--- src/rtl/fpga_clkseq_pkg.sv ---
// Shared constants for the PLL clock/reset sequencer: FSM encoding,
// state width, channel limit and a counter-width helper.
package fpga_clkseq_pkg;

  localparam int unsigned SEQ_STATE_W = 2;
  localparam int unsigned MAX_NUM_CH  = 16;

  localparam logic [SEQ_STATE_W-1:0] PLL_RST   = 2'd0;
  localparam logic [SEQ_STATE_W-1:0] WAIT_LOCK = 2'd1;
  localparam logic [SEQ_STATE_W-1:0] RELEASE   = 2'd2;
  localparam logic [SEQ_STATE_W-1:0] RUN       = 2'd3;

  // Width able to hold 0..v-1, never narrower than one bit
  function automatic int unsigned cnt_w(input int unsigned v);
    return (v < 2) ? 1 : $clog2(v);
  endfunction

endpackage

--- src/rtl/fpga_clk_rst_seq_if.sv ---
// Bundle of PLL-side and channel-side signals of the clock/reset sequencer.
interface fpga_clk_rst_seq_if #(
  parameter int unsigned NUM_CH = 4,
  parameter int unsigned DIV_W  = 8
);
  import fpga_clkseq_pkg::*;

  logic                      pll_locked;
  logic [NUM_CH*DIV_W-1:0]   div_ratio;
  logic                      pll_areset;
  logic [NUM_CH-1:0]         ch_rst_n;
  logic [NUM_CH-1:0]         ch_clk_en;
  logic                      sys_ready;
  logic [SEQ_STATE_W-1:0]    seq_state;

  modport master (
    input  pll_locked, div_ratio,
    output pll_areset, ch_rst_n, ch_clk_en, sys_ready, seq_state
  );

  modport slave (
    output pll_locked, div_ratio,
    input  pll_areset, ch_rst_n, ch_clk_en, sys_ready, seq_state
  );

endinterface

--- src/rtl/fpga_clk_en_div.sv ---
// Per-channel clock-enable divider. ch_rst_n is the channel reset level
// that takes effect on this edge, so the enable drops together with it.
module fpga_clk_en_div #(
  parameter int unsigned DIV_W = 8
) (
  input  logic             clk_in,
  input  logic             reset_n,
  input  logic             ch_rst_n,
  input  logic [DIV_W-1:0] ratio,
  output logic             ch_clk_en
);

  logic [DIV_W-1:0] cnt;
  logic             run_q;

  // Divide counter; the release edge itself only arms the counter
  always_ff @(posedge clk_in) begin
    if (!reset_n || !ch_rst_n) begin
      cnt       <= '0;
      run_q     <= 1'b0;
      ch_clk_en <= 1'b0;
    end else begin
      run_q <= 1'b1;
      if (ratio < DIV_W'(2)) begin
        cnt       <= '0;
        ch_clk_en <= 1'b1;
      end else if (!run_q) begin
        cnt       <= '0;
        ch_clk_en <= 1'b0;
      end else if (cnt >= ratio - DIV_W'(1)) begin
        cnt       <= '0;
        ch_clk_en <= 1'b1;
      end else begin
        cnt       <= cnt + DIV_W'(1);
        ch_clk_en <= 1'b0;
      end
    end
  end

endmodule

--- src/rtl/fpga_clk_rst_seq.sv ---
// PLL lock qualifier, PLL re-reset on lock timeout, staggered per-channel
// reset release and per-channel divided clock enables.
// Optional lock-loss event counter: define FPGA_CLKSEQ_LOSS_CNT_EN.
module fpga_clk_rst_seq
  import fpga_clkseq_pkg::*;
#(
  parameter int unsigned NUM_CH      = 4,
  parameter int unsigned DIV_W       = 8,
  parameter int unsigned LOCK_CNT    = 1024,
  parameter int unsigned RST_STAGGER = 16,
  parameter int unsigned TIMEOUT     = 65536,
  parameter int unsigned PLL_RST_CYC = 32
) (
  input  logic               clk_in,
  input  logic               reset_n,
  fpga_clk_rst_seq_if.master bus
`ifdef FPGA_CLKSEQ_LOSS_CNT_EN
  ,
  output logic [15:0]        lock_loss_cnt
`endif
);

  localparam int unsigned PRST_W  = cnt_w(PLL_RST_CYC);
  localparam int unsigned LOCK_W  = cnt_w(LOCK_CNT);
  localparam int unsigned TO_W    = cnt_w(TIMEOUT);
  localparam int unsigned STG_MAX = NUM_CH * RST_STAGGER;
  localparam int unsigned STG_W   = cnt_w(STG_MAX + 1);

  localparam logic [PRST_W-1:0] PRST_LAST = PRST_W'(PLL_RST_CYC - 1);
  localparam logic [LOCK_W-1:0] LOCK_LAST = LOCK_W'(LOCK_CNT - 1);
  localparam logic [TO_W-1:0]   TO_LAST   = TO_W'(TIMEOUT - 1);
  localparam logic [STG_W-1:0]  STG_LAST  = STG_W'(STG_MAX);

  logic                    sync1, lock_s;
  logic [SEQ_STATE_W-1:0]  state, state_nxt;
  logic [PRST_W-1:0]       prst_cnt, prst_cnt_nxt;
  logic [LOCK_W-1:0]       stable_cnt, stable_cnt_nxt;
  logic [TO_W-1:0]         to_cnt, to_cnt_nxt;
  logic [STG_W-1:0]        stg_cnt, stg_cnt_nxt;
  logic [NUM_CH-1:0]       rst_n_q, rst_n_nxt;
  logic [NUM_CH*DIV_W-1:0] shadow, shadow_nxt;
  logic                    pll_areset_q, sys_ready_q;
  logic [NUM_CH-1:0]       clk_en;

  // Two-flop synchroniser for the asynchronous PLL lock
  always_ff @(posedge clk_in) begin
    if (!reset_n) begin
      sync1  <= 1'b0;
      lock_s <= 1'b0;
    end else begin
      sync1  <= bus.pll_locked;
      lock_s <= sync1;
    end
  end

  // Sequencer state, counters and registered outputs
  always_ff @(posedge clk_in) begin
    if (!reset_n) begin
      state        <= PLL_RST;
      prst_cnt     <= '0;
      stable_cnt   <= '0;
      to_cnt       <= '0;
      stg_cnt      <= '0;
      rst_n_q      <= '0;
      shadow       <= '0;
      pll_areset_q <= 1'b1;
      sys_ready_q  <= 1'b0;
    end else begin
      state        <= state_nxt;
      prst_cnt     <= prst_cnt_nxt;
      stable_cnt   <= stable_cnt_nxt;
      to_cnt       <= to_cnt_nxt;
      stg_cnt      <= stg_cnt_nxt;
      rst_n_q      <= rst_n_nxt;
      shadow       <= shadow_nxt;
      pll_areset_q <= (state_nxt == PLL_RST);
      sys_ready_q  <= (state_nxt == RUN);
    end
  end

  // Next-state and counter logic; counters are zero outside their own state
  always_comb begin
    state_nxt      = state;
    prst_cnt_nxt   = '0;
    stable_cnt_nxt = '0;
    to_cnt_nxt     = '0;
    stg_cnt_nxt    = '0;
    rst_n_nxt      = '0;
    shadow_nxt     = shadow;
    case (state)
      PLL_RST: begin
        if (prst_cnt >= PRST_LAST) state_nxt = WAIT_LOCK;
        else                       prst_cnt_nxt = prst_cnt + PRST_W'(1);
      end
      WAIT_LOCK: begin
        if (lock_s)
          stable_cnt_nxt = (stable_cnt >= LOCK_LAST) ? stable_cnt : stable_cnt + LOCK_W'(1);
        to_cnt_nxt = (to_cnt >= TO_LAST) ? to_cnt : to_cnt + TO_W'(1);
        // Lock qualification takes priority over a coincident timeout
        if (lock_s && stable_cnt >= LOCK_LAST) begin
          state_nxt      = RELEASE;
          shadow_nxt     = bus.div_ratio;
          stable_cnt_nxt = '0;
          to_cnt_nxt     = '0;
        end else if (to_cnt >= TO_LAST) begin
          state_nxt      = PLL_RST;
          stable_cnt_nxt = '0;
          to_cnt_nxt     = '0;
        end
      end
      RELEASE: begin
        if (!lock_s) begin
          state_nxt = WAIT_LOCK;
        end else begin
          stg_cnt_nxt = (stg_cnt >= STG_LAST) ? stg_cnt : stg_cnt + STG_W'(1);
          for (int i = 0; i < NUM_CH; i++)
            rst_n_nxt[i] = rst_n_q[i] | (stg_cnt_nxt >= STG_W'((i + 1) * RST_STAGGER));
          if (rst_n_q[NUM_CH-1]) state_nxt = RUN;
        end
      end
      RUN: begin
        if (!lock_s) state_nxt = WAIT_LOCK;
        else         rst_n_nxt = rst_n_q;
      end
      default: state_nxt = PLL_RST;
    endcase
  end

  // One enable divider per channel, fed from the latched ratios
  for (genvar g = 0; g < NUM_CH; g++) begin : g_ch
    fpga_clk_en_div #(.DIV_W(DIV_W)) u_div (
      .clk_in    (clk_in),
      .reset_n   (reset_n),
      .ch_rst_n  (rst_n_nxt[g]),
      .ratio     (shadow[g*DIV_W +: DIV_W]),
      .ch_clk_en (clk_en[g])
    );
  end

`ifdef FPGA_CLKSEQ_LOSS_CNT_EN
  logic loss_evt;

  // Lock-loss exit from RELEASE/RUN or a WAIT_LOCK timeout
  always_comb begin
    loss_evt = ((state == RELEASE || state == RUN) && state_nxt == WAIT_LOCK) ||
               (state == WAIT_LOCK && state_nxt == PLL_RST);
  end

  // Saturating lock-loss event counter, cleared only by reset_n
  always_ff @(posedge clk_in) begin
    if (!reset_n)                                lock_loss_cnt <= '0;
    else if (loss_evt && lock_loss_cnt != 16'hFFFF) lock_loss_cnt <= lock_loss_cnt + 16'd1;
  end
`endif

  assign bus.pll_areset = pll_areset_q;
  assign bus.ch_rst_n   = rst_n_q;
  assign bus.ch_clk_en  = clk_en;
  assign bus.sys_ready  = sys_ready_q;
  assign bus.seq_state  = state;

endmodule

--- src/flat_wrapper.sv ---
// flat-port wrapper written by rule: the top's interface ports become plain ports
module fpga_clk_rst_seq_flat import fpga_clkseq_pkg::*;
#(
  parameter int unsigned NUM_CH      = 4,
  parameter int unsigned DIV_W       = 8,
  parameter int unsigned LOCK_CNT    = 1024,
  parameter int unsigned RST_STAGGER = 16,
  parameter int unsigned TIMEOUT     = 65536,
  parameter int unsigned PLL_RST_CYC = 32
)
  (clk_in, reset_n, bus_pll_locked, bus_div_ratio, bus_pll_areset, bus_ch_rst_n, bus_ch_clk_en, bus_sys_ready, bus_seq_state);
  fpga_clk_rst_seq_if #(.NUM_CH(NUM_CH), .DIV_W(DIV_W)) bus_i ();
  input  logic clk_in;
  input  logic reset_n;
  input wire logic [$bits(bus_i.pll_locked)-1:0] bus_pll_locked;
  input wire logic [$bits(bus_i.div_ratio)-1:0] bus_div_ratio;
  output wire logic [$bits(bus_i.pll_areset)-1:0] bus_pll_areset;
  output wire logic [$bits(bus_i.ch_rst_n)-1:0] bus_ch_rst_n;
  output wire logic [$bits(bus_i.ch_clk_en)-1:0] bus_ch_clk_en;
  output wire logic [$bits(bus_i.sys_ready)-1:0] bus_sys_ready;
  output wire logic [$bits(bus_i.seq_state)-1:0] bus_seq_state;
  assign bus_i.pll_locked = bus_pll_locked;
  assign bus_i.div_ratio = bus_div_ratio;
  assign bus_pll_areset = bus_i.pll_areset;
  assign bus_ch_rst_n = bus_i.ch_rst_n;
  assign bus_ch_clk_en = bus_i.ch_clk_en;
  assign bus_sys_ready = bus_i.sys_ready;
  assign bus_seq_state = bus_i.seq_state;
  fpga_clk_rst_seq #(.NUM_CH(NUM_CH), .DIV_W(DIV_W), .LOCK_CNT(LOCK_CNT), .RST_STAGGER(RST_STAGGER), .TIMEOUT(TIMEOUT), .PLL_RST_CYC(PLL_RST_CYC)) u_core (.clk_in(clk_in), .reset_n(reset_n), .bus(bus_i));
endmodule
--- config.mk ---
export PLATFORM = sky130hd
export DESIGN_NAME = fpga_clk_rst_seq_flat
export DESIGN_NICKNAME = d
export VERILOG_FILES = /design/src/rtl/fpga_clkseq_pkg.sv /design/src/rtl/fpga_clk_rst_seq_if.sv /design/src/rtl/fpga_clk_en_div.sv /design/src/rtl/fpga_clk_rst_seq.sv /design/src/flat_wrapper.sv
export SDC_FILE = /design/constraint.sdc
export NUM_CORES = 1
export LEC_CHECK = 0
export BUFFER_PORTS_ARGS = -buffer_cell sky130_fd_sc_hd__buf_2
export CAP_MARGIN = 25
export CORE_MARGIN = 5
export CORE_UTILIZATION = 49
export CTS_CLUSTER_SIZE = 28
export DETAILED_ROUTE_END_ITERATION = 6
export GPL_ROUTABILITY_DRIVEN = 0
export PLACE_DENSITY = 0.67
export SLEW_MARGIN = 20
export SYNTH_ARGS = -nofsm -noshare
export SYNTH_HDL_FRONTEND = slang
export SYNTH_SLANG_ARGS = --single-unit
--- constraint.sdc ---
create_clock -name clk_in -period 3.4 [get_ports clk_in]
set_input_delay 0.51 -clock clk_in [delete_from_list [all_inputs] [get_ports clk_in]]
set_output_delay 0.51 -clock clk_in [all_outputs]
set_load 0.02 [all_outputs]
---- Word level (Yosys, flattened, before mapping) ----
Index checks and enable logic that the tools add are counted.
word-level totals
  latch bits .............................. 0
  memories ................................ 0
  logic and storage cells ................. 115
  ROM bits ................................ 0
  output and inout bits ................... 12
  bits in registers ....................... 120
  RAM bits ................................ 0
  input port bits ......................... 35
cells by class
  multiplexer cells ....................... 27
  reduce and logical (&&, ||, !) cells .... 21
  shift operators ......................... 0
  bitwise operators ....................... 12
  div/mod/pow operators ................... 0
  equality and inequality tests ........... 4
  add/sub/neg operators ................... 12
  multipliers ............................. 0
  magnitude comparators ................... 16
operators with widths
  cell                   count
  $add 8x1->8 const B    4
  $ge 8x8->1             4
  $lt 8x2->1 const B     4
  $sub 8x1->8 const B    4
  $reduce_or 4->1        5
  $add 16x1->16 const B  1
  $ge 16x16->1 const B   1
  $mux 1                 16
  $ge 7x6->1 const B     2
  $ge 7x7->1 const B     2
  $mux 2                 6
  $add 10x1->10 const B  1
  $ge 10x10->1 const B   1
  $mux 4                 2
  $not 1->1              8
  $pmux 2 s4             1
  $pmux 4 s2             1
  $add 7x1->7 const B    1
  $ge 7x5->1 const B     1
  $mux 7                 1
  $eq 2x2->1 const B     3
  $add 5x1->5 const B    1
  $ge 5x5->1 const B     1
  $logic_not 1->1        5
  other kinds (9)        16

---- Logic depth before layout (Yosys ltp) ----
  word-level depth ........................ 9
  gate-level depth with buffers ........... 11
  gate-level depth less buffers ........... 11

---- Hierarchy ----
Synthesis repeated with hierarchy kept, for this count alone.
second synthesis, totals
  cell total of the unflattened synthesis .. 669
  area, all modules ....................... 5983.2 um^2
modules (own cells, without submodules)
  module            area an instance (um^2)  sequential area each (um^2)  cells each  times used
  fpga_clk_rst_seq  3330.7                   1601.5                       365         1
  fpga_clk_en_div   663.1                    200.2                        76          4

---- Worst setup path before layout ----
Ideal clock, no wire load.
  path kind ............................... register -> register
  from .................................... reg u_core.shadow[2]
  to ...................................... reg u_core.g_ch[0].u_div.cnt[2]
  stages on the path, launching flop included .. 10
  clock period less this slack ............ 2.474 ns
  setup slack ............................. 0.926 ns
  required time ........................... 3.336 ns
  path buffers ............................ 0
  setup time .............................. 0.064 ns
  arrival ................................. 2.410 ns
  path through ............................ dfxtp_1 or4_4 nor2_1 xnor2_1 ha_1 a21o_1 a21o_1 a221o_1 a211o_4 nor2_1
between the ends
  longest elaborated chain between the ends .. 3
  elaborated cells on any way between the ends .. 4
  those cells by class .................... add/sub: 1; order compare: 2; reduce/logical: 1
RTL lines
  item                           line                    source
  start: declaration             fpga_clk_rst_seq.sv:41  logic [NUM_CH*DIV_W-1:0] shadow, shadow_nxt;
  start signal: assignment       fpga_clk_rst_seq.sv:75  shadow <= shadow_nxt;
  $sub 8x1->8                    fpga_clk_en_div.sv:30   end else if (cnt >= ratio - DIV_W'(1)) begin
  $ge 8x8->1                     fpga_clk_en_div.sv:30
  $reduce_or 4->1 (no line) (*)  -
  end signal: assignment         fpga_clk_en_div.sv:34   cnt <= cnt + DIV_W'(1);
  end: declaration               fpga_clk_en_div.sv:13   logic [DIV_W-1:0] cnt;
Every way passes the cells marked *; elsewhere a longest branch is shown, timed or not.
A chain may end at the register's enable or synchronous reset.

---- Final worst setup path ----
  from .................................... reg u_core.shadow[1]
  to ...................................... reg u_core.g_ch[0].u_div.cnt[6]
The elaborated chain is that of the path after synthesis.

==> metrics.md <==
| Metric | Value |
|---|---|
| Worst Path Arrival | `3.02 ns` |
| Max Clock Skew | `0.007890 ns` |
| Total gr overflow | `0` |
| Worst R2R Start | `u_core.shadow[1]` |
| Synth cell types | `68` |
| Critical path startpoint category | `flip-flop` |
| Detail Placement HPWL | `8.905 mm` |
| Row count | `40` |
| Synth warn | `0` |
| Layout cells sized above 1 | `0.1477` |
| P per Cell Area | `484.6 nW/um^2` |
| Buffers plus inverters on the worst setup path | `0` |
| Crit path max fanout | `8` |
| Status | `finished clean` |
| Sequential area share after synthesis | `0.3981` |
| Initial antenna violation count | `0` |
| Largest stage delay, worst path | `0.55 ns` |
| Max Clk Rate | `374.3 MHz` |
| Vias/cell | `5.242` |
| Worst skew pair latency | `0.41 ns` |
| Post_cts resized | `0` |
| Core area | `12060 um^2` |
| FILL cells | `1084` |
| Async SR Flop Fraction | `0` |
| Total power | `3.392 mW` |
| Hold buffer count at CTS | `0` |
| Fin crit period | `2.672 ns` |
| H-Tree Depth | `4` |
| Number of flops mapped to enable cells by yosys | `0` |
| Ys flop type | `dfxtp_1` |
| CTS Buf Count | `17` |
| Multi-input gate area | `3400 um^2` |
| Largest net degree at the start of global routing | `33` |
| DRT antenna net count | `0` |
| Relative slew slack | `0.5640` |
| Maximum clock insertion buffer count | `2` |
| DRT Pass-1 Iters | `4` |
| Static Leak | `2.861 nW` |
| Die Wd | `121.0 um` |
| Max-slew violation count | `0` |
| Clock sinks | `120` |
| Antenna Diode Count | `0` |
| Placed inst area | `6355 um^2` |
| Layout Nets | `799` |
| Total GRT Usage | `0.1771` |
| Initial DRC count | `195` |
| Cell count after synthesis | `671` |
| Vias | `4713` |
| Hold path endpoint | `u_core.sync1` |
| Clk slew on worst S/H paths | `0.05 ns` |
| Worst IR drop on VDD | `0.0004115 V` |
| Leading area contributor after synthesis | `dfxtp_1` |
| CP max-delay cell | `or4_4` |
| Wirelength per Cell | `13.44 um` |
| Synthesized area per cell | `8.993 um^2` |
| Area added between synthesis and finish | `15.99%` |
| Worst setup EP type | `flip-flop` |
| Storage cell area | `2402 um^2` |
| Area of the mapped netlist | `6035 um^2` |
| Syn_nets | `752` |
| Reg2reg setup slack | `0.73 ns` |
| Final Cell Area | `6999 um^2` |
| Top cells by area, synth | `dfxtp_1 40%, ha_1 9.5%, nand2_1 5.8%, xnor2_1 5.8%, nor2_1 4.9%` |
| Final worst-path cycle share | `0.7858` |
| CP Cell Sequence | `or4_4 > nor2_1 > xnor2_1 > ha_1 > a21o_1 > a21o_1 > a221o_1 > a211o_4 > nor2_1` |
| Starting Density | `0.5003` |
| Critical hold path startpoint | `bus_pll_locked` |
| Die ar. | `14640 um^2` |
| Kind of critical path | `reg2reg` |
| Max Cap Viol | `0` |
| First-pass GRT wire length | `21.22 mm` |
| Slew at the pin closest to its max-slew limit | `0.6502 ns` |
| Clock root cell | `clkbuf_16` |
| Unrepaired setup endpoints after global routing | `false` |
| Setup_tns | `0 ns` |
| Flops & latches, synth | `120` |
| Yosys top cell area share | `0.3981` |
| Post-CTS Setup Inserts | `0` |
| Critical Path RT | `3.75 ns` |
| Final setup fails | `0` |
| Buffers on Ports | `46` |
| Vias in the first global route | `4796` |
| Routed WL | `12.08 mm` |
| Layout Utilization | `0.5803` |
| TritonCTS clock tree | `done` |
| R2r endpoint | `u_core.g_ch[0].u_div.cnt[6]` |
| Hold depth | `2` |
| CP top delay family | `compound AO/OA/AOI/OAI gates` |
| IO Count | `47` |
| Worst Reg-to-Reg Cells | `9` |
| DIE HEIGHT | `121.0 um` |
| DRC viols | `0` |
| Hold WC Path Type | `in2reg` |
| Hold Vio Cnt, Final | `0` |
-- cell families after synthesis --
group                      after synthesis  synth area share
AOI/OAI and AO/OA                       90            0.1142
xor gates and xnor gates                70            0.1016
adders and majority gates               46           0.09538
buffers and inverters                   45           0.03856
DFF                                    120            0.3981
muxes                                    2          0.004146
and+or+nand+nor                        298            0.2480
-- layout make-up --
| class | count | area share |
|---|---|---|
| Clock buffer | 19 | 0.06328 |
| Clock inverter | 13 | 0.02878 |
| Inverter | 24 | 0.01287 |
| Multi-Input combinational cell | 506 | 0.4857 |
| Sequential cell | 120 | 0.3432 |
| Tap cell | 168 | 0.03003 |
| Timing Repair Buffer | 49 | 0.03611 |
-- cell usage in the layout, fill, tap and decap left out, drive strengths merged, types with 4 or more instances in the layout --
master    n
a211oi    4
a21boi   36
a21o      8
a21oi     9
a31oi     6
and2      8
and3     17
and4      6
buf      49
bufinv    5
clkbuf   19
clkinv    5
dfxtp   120
ha       46
inv      24
nand2    95
nand2b    4
nand3    25
nand4    13
nand4b    4
nor2     79
nor3     23
nor4      7
o21ai     9
xnor2    40
xor2     30
-- power by group --
part / internal, mW / switching, mW
Combinational: 0.0233 / 0.0173
Sequential: 1.41 / 0.00416
Clock: 1.31 / 0.623
Total: 2.75 / 0.644
-- metal layers --
layer	up-vias	GRT usage	part of all wire	routed length [um]
li1	2412	-	-	-
met1	2209	0.2081	0.46	5555
met2	77	0.3088	0.49	5893
met3	15	0.05128	0.042	502
met4	0	0.05807	0.011	129
met5	-	0	0	0
-- flip-flops by register name, indices dropped and copies added, names as in the netlist, 2 cells and up --
register	cells
u_core.bus.seq_state	2
u_core.g_ch.u_div.run_q	4
u_core.g_ch.u_div.cnt	32
u_core.prst_cnt	5
u_core.g_ch.u_div.ch_clk_en	4
u_core.to_cnt	16
u_core.shadow	32
u_core.stg_cnt	7
u_core.stable_cnt	10
u_core.bus.ch_rst_n	4
-- worst register-to-register path: cells and delay by family (launching register included) --
kind            cells  cell delay, ns
compound gates      4            1.04
simple gates        3            0.79
flops               1            0.33
fa+ha+maj           1            0.28
xor+xnor            1            0.16
-- worst max path at each step --
stage	from	to	slack, ns	cells after the start
floorplan	u_core.shadow[2]	u_core.g_ch[0].u_div.cnt[2]	0.93	9
global placement	u_core.shadow[2]	u_core.g_ch[0].u_div.cnt[7]	0.85	9
detailed placement	u_core.shadow[2]	u_core.g_ch[0].u_div.cnt[6]	0.71	9
CTS	u_core.shadow[26]	u_core.g_ch[3].u_div.cnt[7]	0.70	9
global route	u_core.shadow[11]	u_core.g_ch[1].u_div.cnt[1]	0.53	10
finish	u_core.shadow[1]	u_core.g_ch[0].u_div.cnt[6]	0.73	9
-- synthesized netlist by cell type, drive strengths merged, types with 2 or more instances --
master / n
a211o: 2
a211oi: 4
a21boi: 36
a21o: 8
a21oi: 9
a221o: 3
a31oi: 6
a32o: 2
and2: 8
and2b: 3
and3: 17
and4: 6
buf: 13
clkbuf: 8
dfxtp: 120
ha: 46
inv: 24
nand2: 95
nand2b: 4
nand3: 25
nand4: 13
nand4b: 4
nor2: 79
nor3: 23
nor3b: 3
nor4: 7
o21ai: 9
o31ai: 3
or2: 2
or3: 2
or4: 3
xnor2: 40
xor2: 30
-- per-stage QoR --
stage          setup WS (ns)  hold WS, ns  instances
3_3_place_gp          0.8542       0.4167        867
6_report              0.7284       0.3165        899
3_5_place_dp          0.7127       0.4215        867
5_1_grt               0.5341       0.3273        899
4_1_cts               0.7026       0.2949        899
2_1_floorplan         0.9263       0.4119        671
Note: power is estimated with default switching activity, not from simulation.
